<file path="config.mk">
export PLATFORM = sky130hd
export DESIGN_NAME = decode_stage
export DESIGN_NICKNAME = d
export VERILOG_FILES = /design/src/rtl/decode_stage.sv
export SDC_FILE = /design/constraint.sdc
export NUM_CORES = 1
export LEC_CHECK = 0
export BUFFER_PORTS_ARGS = -buffer_cell sky130_fd_sc_hd__buf_2
export CORE_UTILIZATION = 47
export CTS_CLUSTER_SIZE = 24
export DETAILED_ROUTE_END_ITERATION = 7
export PLACE_DENSITY = 0.79
export SLEW_MARGIN = 20
export SYNTH_ARGS = -nofsm -noshare
export SYNTH_HDL_FRONTEND = slang
export SYNTH_SLANG_ARGS = --single-unit
</file>
<file path="constraint.sdc">
create_clock -name clk -period 2.6 [get_ports clk]
set_input_delay 0.13 -clock clk [delete_from_list [all_inputs] [get_ports clk]]
set_output_delay 0.13 -clock clk [all_outputs]
set_load 0.03 [all_outputs]
</file>
<file path="src/rtl/decode_stage.sv">
// decode_stage: RV32I instruction decode (pipeline stage 2) with a load-use interlock.
// Define DECODE_M_EXT_EN to decode RV32M (MUL..REMU); otherwise those encodings are illegal.
module decode_stage #(
   parameter bit LOAD_USE_STALL = 1'b1
) (
   input  logic        clk,
   input  logic        rst,
   input  logic [31:0] f_pc,
   input  logic [31:0] f_instr,
   input  logic        f_bubble,
   input  logic        flush,
   input  logic        stall_in_d,
   output logic        stall_out_d,
   output logic [4:0]  rf_rs1_addr,
   output logic [4:0]  rf_rs2_addr,
   output logic        d_valid,
   output logic [31:0] d_pc,
   output logic [4:0]  d_rs1,
   output logic [4:0]  d_rs2,
   output logic [4:0]  d_rd,
   output logic [31:0] d_imm,
   output logic [4:0]  d_alu_op,
   output logic [11:0] d_ctrl
);

   typedef enum logic [6:0] {
      OPC_LOAD     = 7'b0000011,
      OPC_MISC_MEM = 7'b0001111,
      OPC_OP_IMM   = 7'b0010011,
      OPC_AUIPC    = 7'b0010111,
      OPC_STORE    = 7'b0100011,
      OPC_OP       = 7'b0110011,
      OPC_LUI      = 7'b0110111,
      OPC_BRANCH   = 7'b1100011,
      OPC_JALR     = 7'b1100111,
      OPC_JAL      = 7'b1101111,
      OPC_SYSTEM   = 7'b1110011
   } opcode_t;

   typedef enum logic [4:0] {
      ALU_ADD = 5'd0, ALU_SUB = 5'd1, ALU_SLL = 5'd2, ALU_SLT = 5'd3, ALU_SLTU = 5'd4,
      ALU_XOR = 5'd5, ALU_SRL = 5'd6, ALU_SRA = 5'd7, ALU_OR = 5'd8, ALU_AND = 5'd9,
      ALU_PASS_B = 5'd10
   } alu_op_t;

   typedef struct packed {
      logic        valid;
      logic [31:0] pc;
      logic [4:0]  rs1;
      logic [4:0]  rs2;
      logic [4:0]  rd;
      logic [31:0] imm;
      logic [4:0]  alu_op;
      logic [11:0] ctrl;
   } bundle_t;

   function automatic logic [4:0] alu_base(input logic [2:0] f3);
      case (f3)
         3'b000:  return ALU_ADD;
         3'b001:  return ALU_SLL;
         3'b010:  return ALU_SLT;
         3'b011:  return ALU_SLTU;
         3'b100:  return ALU_XOR;
         3'b101:  return ALU_SRL;
         3'b110:  return ALU_OR;
         default: return ALU_AND;
      endcase
   endfunction

   logic [6:0]  funct7;
   logic [2:0]  f3;
   logic [31:0] imm_i, imm_s, imm_b, imm_u, imm_j;
   logic        uses_rs1, uses_rs2, illegal, reg_wr, mem_rd, mem_wr;
   logic        src_a_pc, src_b_imm, branch, jal, jalr, has_f3;
   logic [31:0] imm;
   logic [4:0]  alu_op;
   logic        hazard;
   bundle_t     next_q, bundle_q;

   assign funct7 = f_instr[31:25];
   assign f3     = f_instr[14:12];
   assign imm_i  = {{20{f_instr[31]}}, f_instr[31:20]};
   assign imm_s  = {{20{f_instr[31]}}, f_instr[31:25], f_instr[11:7]};
   assign imm_b  = {{19{f_instr[31]}}, f_instr[31], f_instr[7], f_instr[30:25], f_instr[11:8], 1'b0};
   assign imm_u  = {f_instr[31:12], 12'b0};
   assign imm_j  = {{11{f_instr[31]}}, f_instr[31], f_instr[19:12], f_instr[20], f_instr[30:21], 1'b0};

   // NOTE: every output of this block gets a default first, so no path can infer a latch.
   always_comb begin
      uses_rs1  = 1'b0;
      uses_rs2  = 1'b0;
      illegal   = 1'b0;
      reg_wr    = 1'b0;
      mem_rd    = 1'b0;
      mem_wr    = 1'b0;
      src_a_pc  = 1'b0;
      src_b_imm = 1'b0;
      branch    = 1'b0;
      jal       = 1'b0;
      jalr      = 1'b0;
      has_f3    = 1'b1;
      imm       = '0;
      alu_op    = ALU_ADD;
      case (f_instr[6:0])
         OPC_LUI: begin
            reg_wr = 1'b1; src_b_imm = 1'b1; has_f3 = 1'b0;
            imm = imm_u; alu_op = ALU_PASS_B;
         end
         OPC_AUIPC: begin
            reg_wr = 1'b1; src_a_pc = 1'b1; src_b_imm = 1'b1; has_f3 = 1'b0; imm = imm_u;
         end
         OPC_JAL: begin
            reg_wr = 1'b1; jal = 1'b1; src_a_pc = 1'b1; src_b_imm = 1'b1; has_f3 = 1'b0; imm = imm_j;
         end
         OPC_JALR: begin
            reg_wr = 1'b1; jalr = 1'b1; uses_rs1 = 1'b1; src_b_imm = 1'b1; imm = imm_i;
            illegal = (f3 != 3'b000);
         end
         OPC_BRANCH: begin
            branch = 1'b1; uses_rs1 = 1'b1; uses_rs2 = 1'b1; imm = imm_b;
            illegal = (f3[2:1] == 2'b01);
            alu_op  = f3[2] ? (f3[1] ? ALU_SLTU : ALU_SLT) : ALU_SUB;
         end
         OPC_LOAD: begin
            reg_wr = 1'b1; mem_rd = 1'b1; uses_rs1 = 1'b1; src_b_imm = 1'b1; imm = imm_i;
            illegal = (f3 == 3'b011) || (f3[2:1] == 2'b11);
         end
         OPC_STORE: begin
            mem_wr = 1'b1; uses_rs1 = 1'b1; uses_rs2 = 1'b1; src_b_imm = 1'b1; imm = imm_s;
            illegal = (f3 > 3'b010);
         end
         OPC_OP_IMM: begin
            reg_wr = 1'b1; uses_rs1 = 1'b1; src_b_imm = 1'b1; imm = imm_i;
            alu_op = alu_base(f3);
            if (f3 == 3'b001) begin
               illegal = (funct7 != 7'b0000000);
            end else if (f3 == 3'b101) begin
               illegal = (funct7 != 7'b0000000) && (funct7 != 7'b0100000);
               if (f_instr[30]) alu_op = ALU_SRA;
            end
         end
         OPC_OP: begin
            reg_wr = 1'b1; uses_rs1 = 1'b1; uses_rs2 = 1'b1;
            if (funct7 == 7'b0000000)                      alu_op = alu_base(f3);
            else if (funct7 == 7'b0100000 && f3 == 3'b000) alu_op = ALU_SUB;
            else if (funct7 == 7'b0100000 && f3 == 3'b101) alu_op = ALU_SRA;
`ifdef DECODE_M_EXT_EN
            else if (funct7 == 7'b0000001)                 alu_op = 5'd16 + {2'b00, f3};
`endif
            else                                           illegal = 1'b1;
         end
         OPC_MISC_MEM: illegal = (f3[2:1] != 2'b00);
         OPC_SYSTEM:   illegal = (f3 != 3'b000);
         default:      illegal = 1'b1;
      endcase
      // Illegal words travel as inert trap markers: no side effects, no operands.
      if (illegal) begin
         uses_rs1 = 1'b0; uses_rs2 = 1'b0; reg_wr = 1'b0; mem_rd = 1'b0; mem_wr = 1'b0;
         src_a_pc = 1'b0; src_b_imm = 1'b0; branch = 1'b0; jal = 1'b0; jalr = 1'b0;
         has_f3 = 1'b0; imm = '0; alu_op = ALU_ADD;
      end
   end

   assign rf_rs1_addr = uses_rs1 ? f_instr[19:15] : 5'd0;
   assign rf_rs2_addr = uses_rs2 ? f_instr[24:20] : 5'd0;

   always_comb begin
      next_q        = '0;
      next_q.valid  = 1'b1;
      next_q.pc     = f_pc;
      next_q.rs1    = rf_rs1_addr;
      next_q.rs2    = rf_rs2_addr;
      next_q.rd     = reg_wr ? f_instr[11:7] : 5'd0;
      next_q.imm    = imm;
      next_q.alu_op = alu_op;
      next_q.ctrl   = {illegal, jalr, jal, branch, src_b_imm, src_a_pc, mem_wr, mem_rd, reg_wr,
                       has_f3 ? f3 : 3'b000};
   end

   assign hazard = LOAD_USE_STALL && !f_bubble && bundle_q.valid && bundle_q.ctrl[4] &&
                   (bundle_q.rd != 5'd0) &&
                   ((uses_rs1 && rf_rs1_addr == bundle_q.rd) ||
                    (uses_rs2 && rf_rs2_addr == bundle_q.rd));

   assign stall_out_d = !rst && !flush && (stall_in_d || hazard);

   // A hazard bubble and a fetch bubble both load an all-zero NOP bundle.
   always_ff @(posedge clk) begin
      if (rst || flush) begin
         bundle_q <= '0;
      end else if (!stall_in_d) begin
         if (hazard || f_bubble) bundle_q <= '0;
         else                    bundle_q <= next_q;
      end
   end

   assign d_valid  = bundle_q.valid;
   assign d_pc     = bundle_q.pc;
   assign d_rs1    = bundle_q.rs1;
   assign d_rs2    = bundle_q.rs2;
   assign d_rd     = bundle_q.rd;
   assign d_imm    = bundle_q.imm;
   assign d_alu_op = bundle_q.alu_op;
   assign d_ctrl   = bundle_q.ctrl;

endmodule

</file>
==> results_dict.tcl <==
set metrics [dict create \
    yosysUniqueCellTypes 53 \
    ys_seq_area_share_pct 46.9 \
    crit_type "register to output port" \
    synth_warnings 0 \
    syn_to_final_growth_pct 36.5 \
    drive_gt1_share_pct 34.4 \
    cp-start-kind "register" \
    route.detailed.drc 0 \
    p_leak_uw 0.00254 \
    dr.pass1.iters 4 \
    peakVddDrop_v 0.000384 \
    fp.dieH_um 95.3 \
    start_util_pct 49.1 \
    io_pins 177 \
    grt_pass1_vias 4122 \
    tightestPinTransition_ns 0.573 \
    arrival_ns 2.24 \
    path_common_cell "nor3_1" \
    finalClockSkew_ns 0.0140 \
    viasPerCell 5.73 \
    period_needed_ns 2.37 \
    wl_per_cell_um 18.0 \
    crit_chain "or4_1, nor2_1, nor3_1, and4_2, and2_1, nor3_2, nor3_1, buf_2" \
    synth_seq_cells 96 \
    multiInputGateArea_um2 1980 \
    clockRootBuffer "clkbuf_8" \
    crit_required_ns 2.47 \
    cts_setup_buffers 0 \
    timing.final.crit_share_pct 91.0 \
    hold_viol 0 \
    place_congestion 0.879 \
    cts_buffers 9 \
    max_stage_delay_ns 0.48 \
    fmax_mhz 423 \
    relSlewSlack_pct 61.7 \
    grt.total_usage_pct 29.4 \
    die_w_um 95.3 \
    wl_mm 13.7 \
    synthFlopType "dfxtp_1" \
    vias 4356 \
    synth_edf_count 0 \
    powerDensity_nw_per_um2 482 \
    setup_viol 0 \
    grt_max_degree 52 \
    fin_nets 719 \
    place_hpwl_mm 9.56 \
    regArea_um2 1920 \
    status "completed" \
    cts_tree "done" \
    drt-initial-drc-count 196 \
    cts_max_path_buffers 2 \
    ant_nets 0 \
    rsz0062_at_grt "no" \
    h-tree-depth 3 \
    core_um2 8340 \
    drv_slew 0 \
    syn_area_per_cell_um2 9.16 \
    clk_latency_ns 0.36 \
    worst_r2r_path_depth 8 \
    postSynthCellCount 447 \
    cap_violations 0 \
    diodes 0 \
    design_area_um2 5590 \
    end_kind "output port" \
    fin_setup_tns_ns 0 \
    holdPathStages 2 \
    fp-row-count 33 \
    clock_sinks 96 \
    hp-class "primary input to register" \
    p_total_uw 2690 \
    grt-ovfl-total 0 \
    grt_pass1_wl_mm 20.6 \
    fillers 716 \
    antenna_found_initial 0 \
    crit_path_top_delay_cell "dfxtp_1" \
    clk_pin_slew_ns 0.08 \
    critPathMaxFanout 5 \
    syn_area_um2 4090 \
    placed_area_um2 5120 \
    synth-async-reset-ratio_pct 0 \
    portBuffers 175 \
    syn_nets 516 \
    dieArea_um2 9090 \
]
## synthesized netlist by cell type, types with 4 or more instances
master    number  area share [%]
dfxtp_1       96              47
nand2_1       51             4.7
a22o_1        48              10
o21ai_1       31             3.8
a21oi_1       29             3.5
nor2_1        22             2.0
clkbuf_1      18             1.7
a32o_1        17             4.2
and2_1        13             2.0
o21ai_0       12             1.5
buf_2         10             1.2
nor3_1         9             1.1
xnor2_1        7             1.5
xor2_1         7             1.5
a22oi_1        6             1.1
inv_1          5            0.46
a32oi_1        4            0.86
buf_4          4            0.73
nand2b_1       4            0.61
## layer usage
metal	up-vias	share of wire [%]	GRT usage, %
met3	24	7.1	6.06
met2	196	50	53.3
li1	2057	-	-
met4	0	2.4	9.09
met5	-	0	0
met1	2079	40	34.4
## area by class of cell
| cell class | count | area share [%] |
|---|---|---|
| inverters | 5 | 0.336 |
| clock inverters | 5 | 0.739 |
| clock buffers | 11 | 2.35 |
| repair buffers | 229 | 24.4 |
| multi-input cells | 309 | 35.4 |
| well taps | 105 | 2.35 |
| flip-flops and latches | 96 | 34.4 |
## stage by stage
stage,util [%],setup slack [ns],hold slack [ns],instances
after floorplan,-,0.255,0.256,447
after global placement,61.4,0.153,0.341,715
after detailed placement,61.4,0.165,0.346,715
after CTS,66.8,0.160,0.00329,759
after global routing,67.0,0.00502,0.0110,760
final,67.0,0.235,0.00824,760
## power breakdown
group | internal [µW] | switching (µW) | leakage (µW)
clock network | 356 | 523 | 0.0000801
registers | 1480 | 6.87 | 0.000775
logic | 133 | 192 | 0.00168
## worst paths after layout
kind / from / endpoint / slack [ns]
min: f_pc[2] / d_pc[2] / 0.008
max: d_rd[3] / stall_out_d / 0.23
max reg2reg: d_rd[1] / d_rs1[2] / 0.40
min reg2reg: d_imm[22] / d_imm[22] / 0.45
## critical path, delay by kind of cell, from the launching register on
family | cells | cell delay (ns)
AND/OR/NAND/NOR | 7 | 1.19
flip-flops | 1 | 0.48
buffers and inverters | 1 | 0.22
## cell usage in the layout (no fill, tap or decap), types with 3 or more instances in the layout
cell type	synthesis	final
nand2_1	51	51
nor3_1	9	8
xor2_1	7	7
o21ai_0	12	12
nor2_1	22	21
o21ai_1	31	31
nand2b_1	4	4
dlygate4sd3_1	0	29
xnor2_1	7	7
a31oi_1	3	3
dfxtp_1	96	96
a21oi_1	29	29
and2_1	13	13
nand3_1	3	3
buf_4	4	24
inv_1	5	5
nor2b_1	3	3
a22o_1	48	48
o22ai_1	3	3
a32o_1	17	17
a32oi_1	4	4
clkbuf_8	0	9
a22oi_1	6	6
o31ai_1	3	3
buf_2	10	175
## cells by family after synthesis
logic type / synth area share, %
xor+xnor: 3.00
buf+inv: 5.07
flops: 46.9
other cells: 0.0916
simple gates: 15.4
compound gates: 29.5
## flip-flops by register name (all words and copies together) (netlist names)
register / count
d_rd: 5
d_valid: 1
d_pc: 32
d_rs2: 5
d_ctrl: 12
d_rs1: 5
d_alu_op: 4
d_imm: 32
## timing repair
action,in CTS,in global routing
hold buffers,28,1
gates resized for setup,0,2
endpoints found under the hold margin,28,1
setup endpoints to repair,0,1
(Power assumes the default switching activity.)
